[src/rtl/dp_pipe_reg_pkg.sv]
// Shared datapath helpers for the pipeline register slice.
// The occupancy counter width comes from here so every user sizes it the same way.
package dp_pipe_reg_pkg;

    // Bits needed to count 0..depth inclusive.
    function automatic int cnt_width(input int depth);
        return (depth < 1) ? 1 : $clog2(depth + 1);
    endfunction

endpackage

[src/rtl/dp_pipe_reg_if.sv]
// Valid/ready word channel between datapath units.
// The master drives valid and data, and the slave drives ready.
interface dp_pipe_reg_if #(
    parameter int WIDTH = 16
);
    logic             valid;
    logic             ready;
    logic [WIDTH-1:0] data;

    modport master (output valid, output data, input ready);
    modport slave  (input valid, input data, output ready);
endinterface

[src/rtl/dp_pipe_stage.sv]
// One pipeline slot: a valid flop plus a non-reset data flop, loading whenever the slot is empty or its consumer takes.
// The cycle latency is 1. The ready signal is combinational, !valid | dn_ready, so a full stage stalls only when downstream stalls.
module dp_pipe_stage #(
    parameter int WIDTH = 16
) (
    input  logic             clk,
    input  logic             reset_l,
    input  logic             flush,
    input  logic             up_valid,
    input  logic [WIDTH-1:0] up_data,
    input  logic             dn_ready,
    output logic             ready,
    output logic             valid,
    output logic [WIDTH-1:0] data
);

    assign ready = !valid | dn_ready;

    always_ff @(posedge clk or negedge reset_l) begin
        if (!reset_l) begin
            valid <= 1'b0;
        end else if (flush) begin
            valid <= 1'b0;
        end else if (ready) begin
            valid <= up_valid;
        end
    end

    // Data is left unreset and loads only with a real word, so bubbles never disturb held data.
    always_ff @(posedge clk) begin
        if (ready && up_valid) begin
            data <= up_data;
        end
    end

endmodule

[src/rtl/dp_pipe_reg.sv]
// DEPTH-stage valid/ready pipeline register with bubble collapsing, synchronous flush and an occupancy count.
// The latency is DEPTH cycles when unstalled. in_ready is a combinational chain from dn.ready and is low during flush.
module dp_pipe_reg
    import dp_pipe_reg_pkg::*;
#(
    parameter  int WIDTH = 16,
    parameter  int DEPTH = 2,
    localparam int CW    = cnt_width(DEPTH)
) (
    input  logic                clk,
    input  logic                reset_l,
    input  logic                flush,
    dp_pipe_reg_if.slave        up,
    dp_pipe_reg_if.master       dn,
    output logic [CW-1:0]       occupancy
);

    if (DEPTH < 1) begin : g_bad_depth
        $error("dp_pipe_reg: DEPTH must be at least 1");
    end

    // Each stage gets its own signals, so the ready chain is a set of distinct nets rather than one self-referencing vector.
    for (genvar k = 0; k < DEPTH; k++) begin : g_stage
        logic             vld;
        logic             rdy;
        logic             nxt_rdy;
        logic             in_vld;
        logic [WIDTH-1:0] in_dat;
        logic [WIDTH-1:0] dat;

        if (k == DEPTH - 1) begin : g_last
            assign nxt_rdy = dn.ready;
        end else begin : g_mid
            assign nxt_rdy = g_stage[k+1].rdy;
        end

        if (k == 0) begin : g_first
            assign in_vld = up.valid & !flush;
            assign in_dat = up.data;
        end else begin : g_chain
            assign in_vld = g_stage[k-1].vld;
            assign in_dat = g_stage[k-1].dat;
        end

        dp_pipe_stage #(.WIDTH(WIDTH)) u_stage (
            .clk      (clk),
            .reset_l  (reset_l),
            .flush    (flush),
            .up_valid (in_vld),
            .up_data  (in_dat),
            .dn_ready (nxt_rdy),
            .ready    (rdy),
            .valid    (vld),
            .data     (dat)
        );
    end

    assign up.ready = g_stage[0].rdy & !flush;
    assign dn.valid = g_stage[DEPTH-1].vld;
    assign dn.data  = g_stage[DEPTH-1].dat;

    logic push;
    logic pop;

    assign push = up.valid & up.ready;
    assign pop  = dn.valid & dn.ready;

    always_ff @(posedge clk or negedge reset_l) begin
        if (!reset_l) begin
            occupancy <= '0;
        end else if (flush) begin
            occupancy <= '0;
        end else if (push && !pop) begin
            occupancy <= occupancy + CW'(1);
        end else if (pop && !push) begin
            occupancy <= occupancy - CW'(1);
        end
    end

endmodule

[src/flat_wrapper.sv]
// flat-port wrapper written by rule: the top's interface ports become plain ports
module dp_pipe_reg_flat import dp_pipe_reg_pkg::*;
#(
    parameter  int WIDTH = 16,
    parameter  int DEPTH = 2,
    localparam int CW    = cnt_width(DEPTH)
)
  (clk, reset_l, flush, occupancy, up_valid, up_data, up_ready, dn_valid, dn_data, dn_ready);
  dp_pipe_reg_if #(.WIDTH(WIDTH)) up_i ();
  dp_pipe_reg_if #(.WIDTH(WIDTH)) dn_i ();
  input  logic clk;
  input  logic reset_l;
  input  logic flush;
  output logic [CW-1:0] occupancy;
  input wire logic [$bits(up_i.valid)-1:0] up_valid;
  input wire logic [$bits(up_i.data)-1:0] up_data;
  output wire logic [$bits(up_i.ready)-1:0] up_ready;
  output wire logic [$bits(dn_i.valid)-1:0] dn_valid;
  output wire logic [$bits(dn_i.data)-1:0] dn_data;
  input wire logic [$bits(dn_i.ready)-1:0] dn_ready;
  assign up_i.valid = up_valid;
  assign up_i.data = up_data;
  assign up_ready = up_i.ready;
  assign dn_valid = dn_i.valid;
  assign dn_data = dn_i.data;
  assign dn_i.ready = dn_ready;
  dp_pipe_reg #(.WIDTH(WIDTH), .DEPTH(DEPTH)) u_core (.clk(clk), .reset_l(reset_l), .flush(flush), .up(up_i), .dn(dn_i), .occupancy(occupancy));
endmodule
[config.mk]
export PLATFORM = sky130hd
export DESIGN_NAME = dp_pipe_reg_flat
export DESIGN_NICKNAME = d
export VERILOG_FILES = /design/src/rtl/dp_pipe_reg_pkg.sv /design/src/rtl/dp_pipe_reg_if.sv /design/src/rtl/dp_pipe_stage.sv /design/src/rtl/dp_pipe_reg.sv /design/src/flat_wrapper.sv
export SDC_FILE = /design/constraint.sdc
export NUM_CORES = 1
export LEC_CHECK = 0
export CELL_PAD_IN_SITES_DETAIL_PLACEMENT = 0
export CELL_PAD_IN_SITES_GLOBAL_PLACEMENT = 1
export CORE_ASPECT_RATIO = 0.6
export CORE_MARGIN = 2
export CORE_UTILIZATION = 25
export CTS_CLUSTER_SIZE = 24
export DETAILED_ROUTE_END_ITERATION = 16
export PLACE_DENSITY = 0.62
export SETUP_SLACK_MARGIN = 0.4
export SLEW_MARGIN = 5
export SYNTH_ARGS = -nofsm -noshare
export SYNTH_HDL_FRONTEND = slang
export SYNTH_SLANG_ARGS = --single-unit
[constraint.sdc]
create_clock -name clk -period 2.05 [get_ports clk]
set_clock_uncertainty 0.2 [all_clocks]
set_input_delay 0.41 -clock clk [delete_from_list [all_inputs] [get_ports clk]]
set_output_delay 0.41 -clock clk [all_outputs]
set_load 0.005 [all_outputs]
=== Yosys cells after proc, flatten, opt, wreduce, memory -nomap -nowiden ===
Index checks and enable logic that the tools add are counted.

* Add/subtract/negate cells: 2
* Mux-type cells: 7
* Bitwise logic cells: 6
* Reduce and logical (&&, ||, !) cells: 12

{| class="wikitable"
|+ Operator list
! kind !! number
|-
| two-way mux 2 bit || 3
|-
| logical NOT 1 bit || 5
|-
| bitwise AND 1 bit || 4
|-
| logical AND 1 bit || 4
|-
| two-way mux 1 bit || 4
|-
| nonzero test 2 bit || 2
|-
| nonzero test 3 bit || 1
|-
| adder 2 x 1 -> 2 bit (second input constant) || 1
|-
| OR 1 bit || 2
|-
| subtractor 2 x 1 -> 2 bit (second input constant) || 1
|}

* Register bits after elaboration: 36
* Bits of input ports: 21
* Output and inout bits: 20
* Word-level logic and storage cells: 32

=== Longest topological paths before layout ===
* Depth in word-level cells: 10
* Gate-level depth with buffers: 5
* Gate-level depth less buffers: 4

=== Hierarchy ===
From an unflattened synthesis, not the netlist that was laid out.

* Cells, all modules: 60
* Area, all modules: 1239.9 µm²

{| class="wikitable"
|+ Modules (own cells, without submodules)
! module !! times used !! cells each !! area an instance (µm²) !! seq. area each (µm²)
|-
| dp_pipe_stage || 2 || 21 || 540.5 || 505.5
|-
| dp_pipe_reg || 1 || 18 || 158.9 || 50.0
|}

=== Least setup slack after synthesis ===
OpenSTA, ideal clock, no wires.

* Path type: reg2reg
* From: register u_core.g_stage[1].u_stage.valid
* To: register u_core.occupancy[1]
* Setup time: 124 ps
* Arrival time: 1605 ps
* Required time: 1726 ps
* Slack: 121 ps
* Cell stages (with the launch flop): 5
* Path buffers: 0
* Clock period less this slack: 1929 ps
* Cell sequence: dfrtp_1 and3b_4 nor3b_4 a21oi_1 a211o_1

* Cells in the longest elaborated chain, start to end: 8
* Elaborated cells between the ends (all ways): 13
* Those cells by class: mux (2); bitwise (5); reduce/logical (6)

{| class="wikitable"
|+ Ends and longest elaborated chain
! element !! RTL line !! source
|-
| start, declared || dp_pipe_stage.sv:13 || <nowiki>output logic valid,</nowiki>
|-
| start signal, assigned || dp_pipe_stage.sv:25 || <nowiki>valid <= up_valid;</nowiki>
|-
| logical NOT 1 bit || dp_pipe_stage.sv:17 || <nowiki>assign ready = !valid | dn_ready;</nowiki>
|-
| OR 1 bit (2 in series) || dp_pipe_stage.sv:17 ||
|-
| bitwise AND 1 bit || dp_pipe_reg.sv:58 || <nowiki>assign up.ready = g_stage[0].rdy & !flush;</nowiki>
|-
| bitwise AND 1 bit || dp_pipe_reg.sv:65 || <nowiki>assign push = up.valid & up.ready;</nowiki>
|-
| logical AND 1 bit / logical NOT 1 bit (equally long branches) || dp_pipe_reg.sv:73, dp_pipe_reg.sv:75 ||
|-
| two-way mux 2 bit / logical AND 1 bit (equally long branches) || dp_pipe_reg.sv:73, dp_pipe_reg.sv:75 ||
|-
| two-way mux 2 bit / nonzero test 3 bit (equally long branches) || - ||
|-
| end signal, assigned || dp_pipe_reg.sv:74 || <nowiki>occupancy <= occupancy + CW'(1);</nowiki>
|-
| end signal, assigned || dp_pipe_reg.sv:76 || <nowiki>occupancy <= occupancy - CW'(1);</nowiki>
|-
| end, declared || dp_pipe_reg.sv:15 || <nowiki>output logic [CW-1:0] occupancy</nowiki>
|}

Several ways; a longest one is shown, not always the timed one.
A chain may end at the register's enable or synchronous reset.

=== Worst setup path in the final report ===
* From: input up_valid
* To: register u_core.occupancy[1]

* Cells in the longest elaborated chain, start to end: 4
* Elaborated cells between the ends (all ways): 7
* Those cells by class: mux (2); bitwise (1); reduce/logical (4)

{| class="wikitable"
|+ Ends and longest elaborated chain
! element !! RTL line !! source
|-
| start, declared || flat_wrapper.sv:15 || <nowiki>input wire logic [$bits(up_i.valid)-1:0] up_valid;</nowiki>
|-
| bitwise AND 1 bit (*) || dp_pipe_reg.sv:65 ||
|-
| logical AND 1 bit / logical NOT 1 bit (equally long branches) || dp_pipe_reg.sv:73, dp_pipe_reg.sv:75 ||
|-
| two-way mux 2 bit / logical AND 1 bit (equally long branches) || dp_pipe_reg.sv:73, dp_pipe_reg.sv:75 ||
|-
| two-way mux 2 bit / nonzero test 3 bit (equally long branches) || - ||
|}

Every way passes the cells marked *; elsewhere a longest branch is shown, timed or not.

==> summary.md <==
| Metric | Value |
|---|---|
| Worst-case vdd ir drop | `0.0002557 V` |
| Seq cells post-synth | `36` |
| Clk pin slew, worst setup/hold paths | `0.07 ns` |
| Crit path DAT | `1.66 ns` |
| CP top delay family | `buffers and inverters` |
| Initial antenna violation count | `0` |
| Pin count of the biggest net entering global routing | `13` |
| Ys Warns | `0` |
| Final setup violation count | `0` |
| Routed WL | `2.386 mm` |
| CTS tree | `yes` |
| Lkg Pwr | `0.7372 nW` |
| Post-synth top flop | `edfxtp_1` |
| Status | `finished, final reports clean` |
| Ys async rst share | `11.11%` |
| Min cycle time layout | `1.693 ns` |
| Reg2reg end | `u_core.occupancy[1]$_DFFE_PN0P_` |
| Design area | `1924 sq um` |
| Crit path capture type | `register` |
| Post-synth top area cell | `edfxtp_1` |
| Post-synthesis sequential area ratio | `86.44%` |
| First-pass GRT wire length | `3.525 mm` |
| Min-Delay Path Class | `in -> async` |
| CTS Buf Count | `5` |
| CP Cell Sequence | `clkdlybuf4s50_1 > nor3b_4 > buf_6 > o21ai_2 > a211o_1` |
| Area Growth Syn to Fin | `56.78%` |
| Sequential power share | `57.8%` |
| Number of clock sinks | `36` |
| Placed cell area | `1790 sq um` |
| Distinct cells, synth | `19` |
| Top post-synthesis cells by count | `edfxtp_1, nor2_1, dfrtp_1` |
| Remaining DRCs | `0` |
| Share of layout cells above drive strength 1 | `22.76%` |
| Mapped Area | `1227 sq um` |
| Buf/Inv on CP | `2` |
| Syn avg cell area | `19.80 sq um` |
| CTS root buf | `clkbuf_8` |
| Combinational power share | `10.7%` |
| CP Class | `in -> reg` |
| Final Net Count | `143` |
| Worst-path fanout max | `6` |
| Vert. Die Dim | `58.28 microns` |
| Design Power | `0.001467 W` |
| Iter 0 DRT Violations | `8` |
| Max Transition Viols Final | `0` |
| EDFF count, synth | `32` |
| Final Hold Vio Count | `0` |
| Final Cycle Share | `82.61%` |
| Die Footprint | `5505 sq um` |
| Via density | `3.855` |
| Slowest Stage Delay on Critical Path | `0.54 ns` |
| Slew headroom | `86.51%` |
| Initial DRT Pass Iterations | `4` |
| Initial Util | `26.34%` |
| CTS Hold Buffers Added | `0` |
| DR vias | `717` |
| Top-count cell post-synth | `edfxtp_1` |
| CTS H-tree depth | `2` |
| CP Launch Type | `primary input` |
| Antenna diode count | `0` |
| Port buffer count | `40` |
| GRT Util Overall | `9.217%` |
| Core Area | `4659 sq um` |
| Internal Power | `0.001169 W` |
| Fmax | `0.5905 GHz` |
| Switching share of power | `20.29%` |
| Ports | `41` |
| Reg-to-reg startpoint | `u_core.g_stage[0].u_stage.valid$_DFFE_PN0P_` |
| Top cells by area, synth | `edfxtp_1, dfrtp_1, nor2_1` |
| R2r worst-path depth | `6` |
| RSZ-0062 raised after global routing | `yes` |
| Gr ovfl total | `0` |
| Final HPWL DP | `1.696 mm` |
| Clock buffer depth | `2` |
| Max-cap violations | `0` |
| Switching power | `0.0002976 W` |
| Measured slew at the worst slew-check pin | `0.1967 ns` |
| Routed wire per std cell | `12.83 microns` |
| # rows | `19` |
| Vias in the first global route | `712` |
| Flop2flop setup slack | `0.37 ns` |
| PwrDens | `762.2 nW/um^2` |
| Clock network fraction of design power | `31.5%` |
| Antenna viol nets, final | `0` |
| WP data required | `2.01 ns` |
| Worst-skew pair later-pin latency | `0.28 ns` |
| Synth top area share | `78.29%` |
| Chip Width | `94.46 microns` |
| GP Congestion | `0.7963` |
| Net count after synthesis | `83` |
| Slowest-stage cell, CP | `clkdlybuf4s50_1` |
| Mapped Cells | `62` |
-- sequential cells by signal, indices dropped and copies added, names as in the netlist --
register                      count
u_core.occupancy                  2
u_core.g_stage.u_stage.data      32
u_core.g_stage.u_stage.valid      2
-- worst max-delay path by stage --
stage	end	from	depth (start not counted)	slack, ns
finish	u_core.occupancy[1]$_DFFE_PN0P_	up_valid	5	0.36
global route	u_core.occupancy[1]$_DFFE_PN0P_	u_core.g_stage[1].u_stage.valid$_DFFE_PN0P_	6	0.31
CTS	up_ready	dn_ready	4	0.33
detailed placement	up_ready	dn_ready	4	-0.25
global placement	up_ready	dn_ready	4	-0.23
floorplan	u_core.occupancy[1]$_DFFE_PN0P_	u_core.g_stage[1].u_stage.valid$_DFFE_PN0P_	4	0.14
-- timing repair --
action | 4_1_cts | 5_1_grt
pin swaps | 2 | 0
setup endpoints to repair | 53 | 19
hold endpoints to repair | 0 | 0
setup buffers | 4 | 1
cloned | 1 | 0
gates resized for setup | 32 | 3
-- per-stage QoR --
| stage | utilization, % | hold WS (ns) | cells | setup TNS (ns) | setup WS [ns] |
|---|---|---|---|---|---|
| 2_1_floorplan | - | -0.08559 | 62 | 0 | 0.1369 |
| 3_3_place_gp | 38.43 | 0.2063 | 172 | -3.119 | -0.2260 |
| 3_5_place_dp | 38.43 | 0.2045 | 172 | -3.914 | -0.2532 |
| 4_1_cts | 41.17 | 0.1228 | 185 | 0 | 0.3256 |
| 5_1_grt | 41.30 | 0.1383 | 186 | 0 | 0.3091 |
| 6_report | 41.30 | 0.1337 | 186 | 0 | 0.3566 |
-- cells in the final DEF, fill, tap and decap left out, types with 2 or more instances in the layout --
| cell | n |
|---|---|
| buf_2 | 2 |
| dlygate4sd2_1 | 19 |
| dfrtp_1 | 4 |
| clkdlybuf4s50_1 | 18 |
| buf_12 | 2 |
| buf_4 | 7 |
| edfxtp_1 | 32 |
| clkbuf_8 | 5 |
| buf_6 | 4 |
| nand3_1 | 2 |
| nor2_1 | 7 |
| a21oi_1 | 2 |
| nand2_1 | 2 |
| a21boi_2 | 2 |
-- area by class of cell --
cell class / instances / area (sq um)
Fill cell: 466 / 2735
Sequential cell: 36 / 1061
Timing Repair Buffer: 54 / 531.8
Multi-Input combinational cell: 24 / 165.2
Tap cell: 63 / 78.83
Clock buffer: 6 / 72.57
Clock inverter: 2 / 11.26
Inverter: 1 / 3.754
-- per-layer routing --
layer	up-vias	track usage [%]	wire [microns]
met2	29	13.98	1077
met3	7	3.511	174
met1	330	11.03	1069
li1	351	-	-
met4	0	6.211	64
met5	-	0	0
-- power by group through the flow --
stage | Sequential (W) | Clock (W) | Combinational, W
final | 0.000848 | 0.000462 | 0.000157
after global routing | 0.000850 | 0.000507 | 0.000171
after CTS | 0.000848 | 0.000487 | 0.000156
after detailed placement | 0.000869 | 0 | 0.000146
after global placement | 0.000867 | 0 | 0.000144
after floorplan | 0.000869 | 0 | 0.0000370
-- cells by family (layout without fill, tap and decap cells) --
kind of cell              Yosys count  after routing  synth area share, %
xor gates and xnor gates            1              1               0.7137
buffers and inverters               2             63               0.7129
DFF                                36             36                86.44
and+or+nand+nor                    15             15                7.239
AOI/OAI and AO/OA                   7              7                4.078
muxes                               1              1               0.8155
No activity file was read; power rests on OpenSTA's default activity.
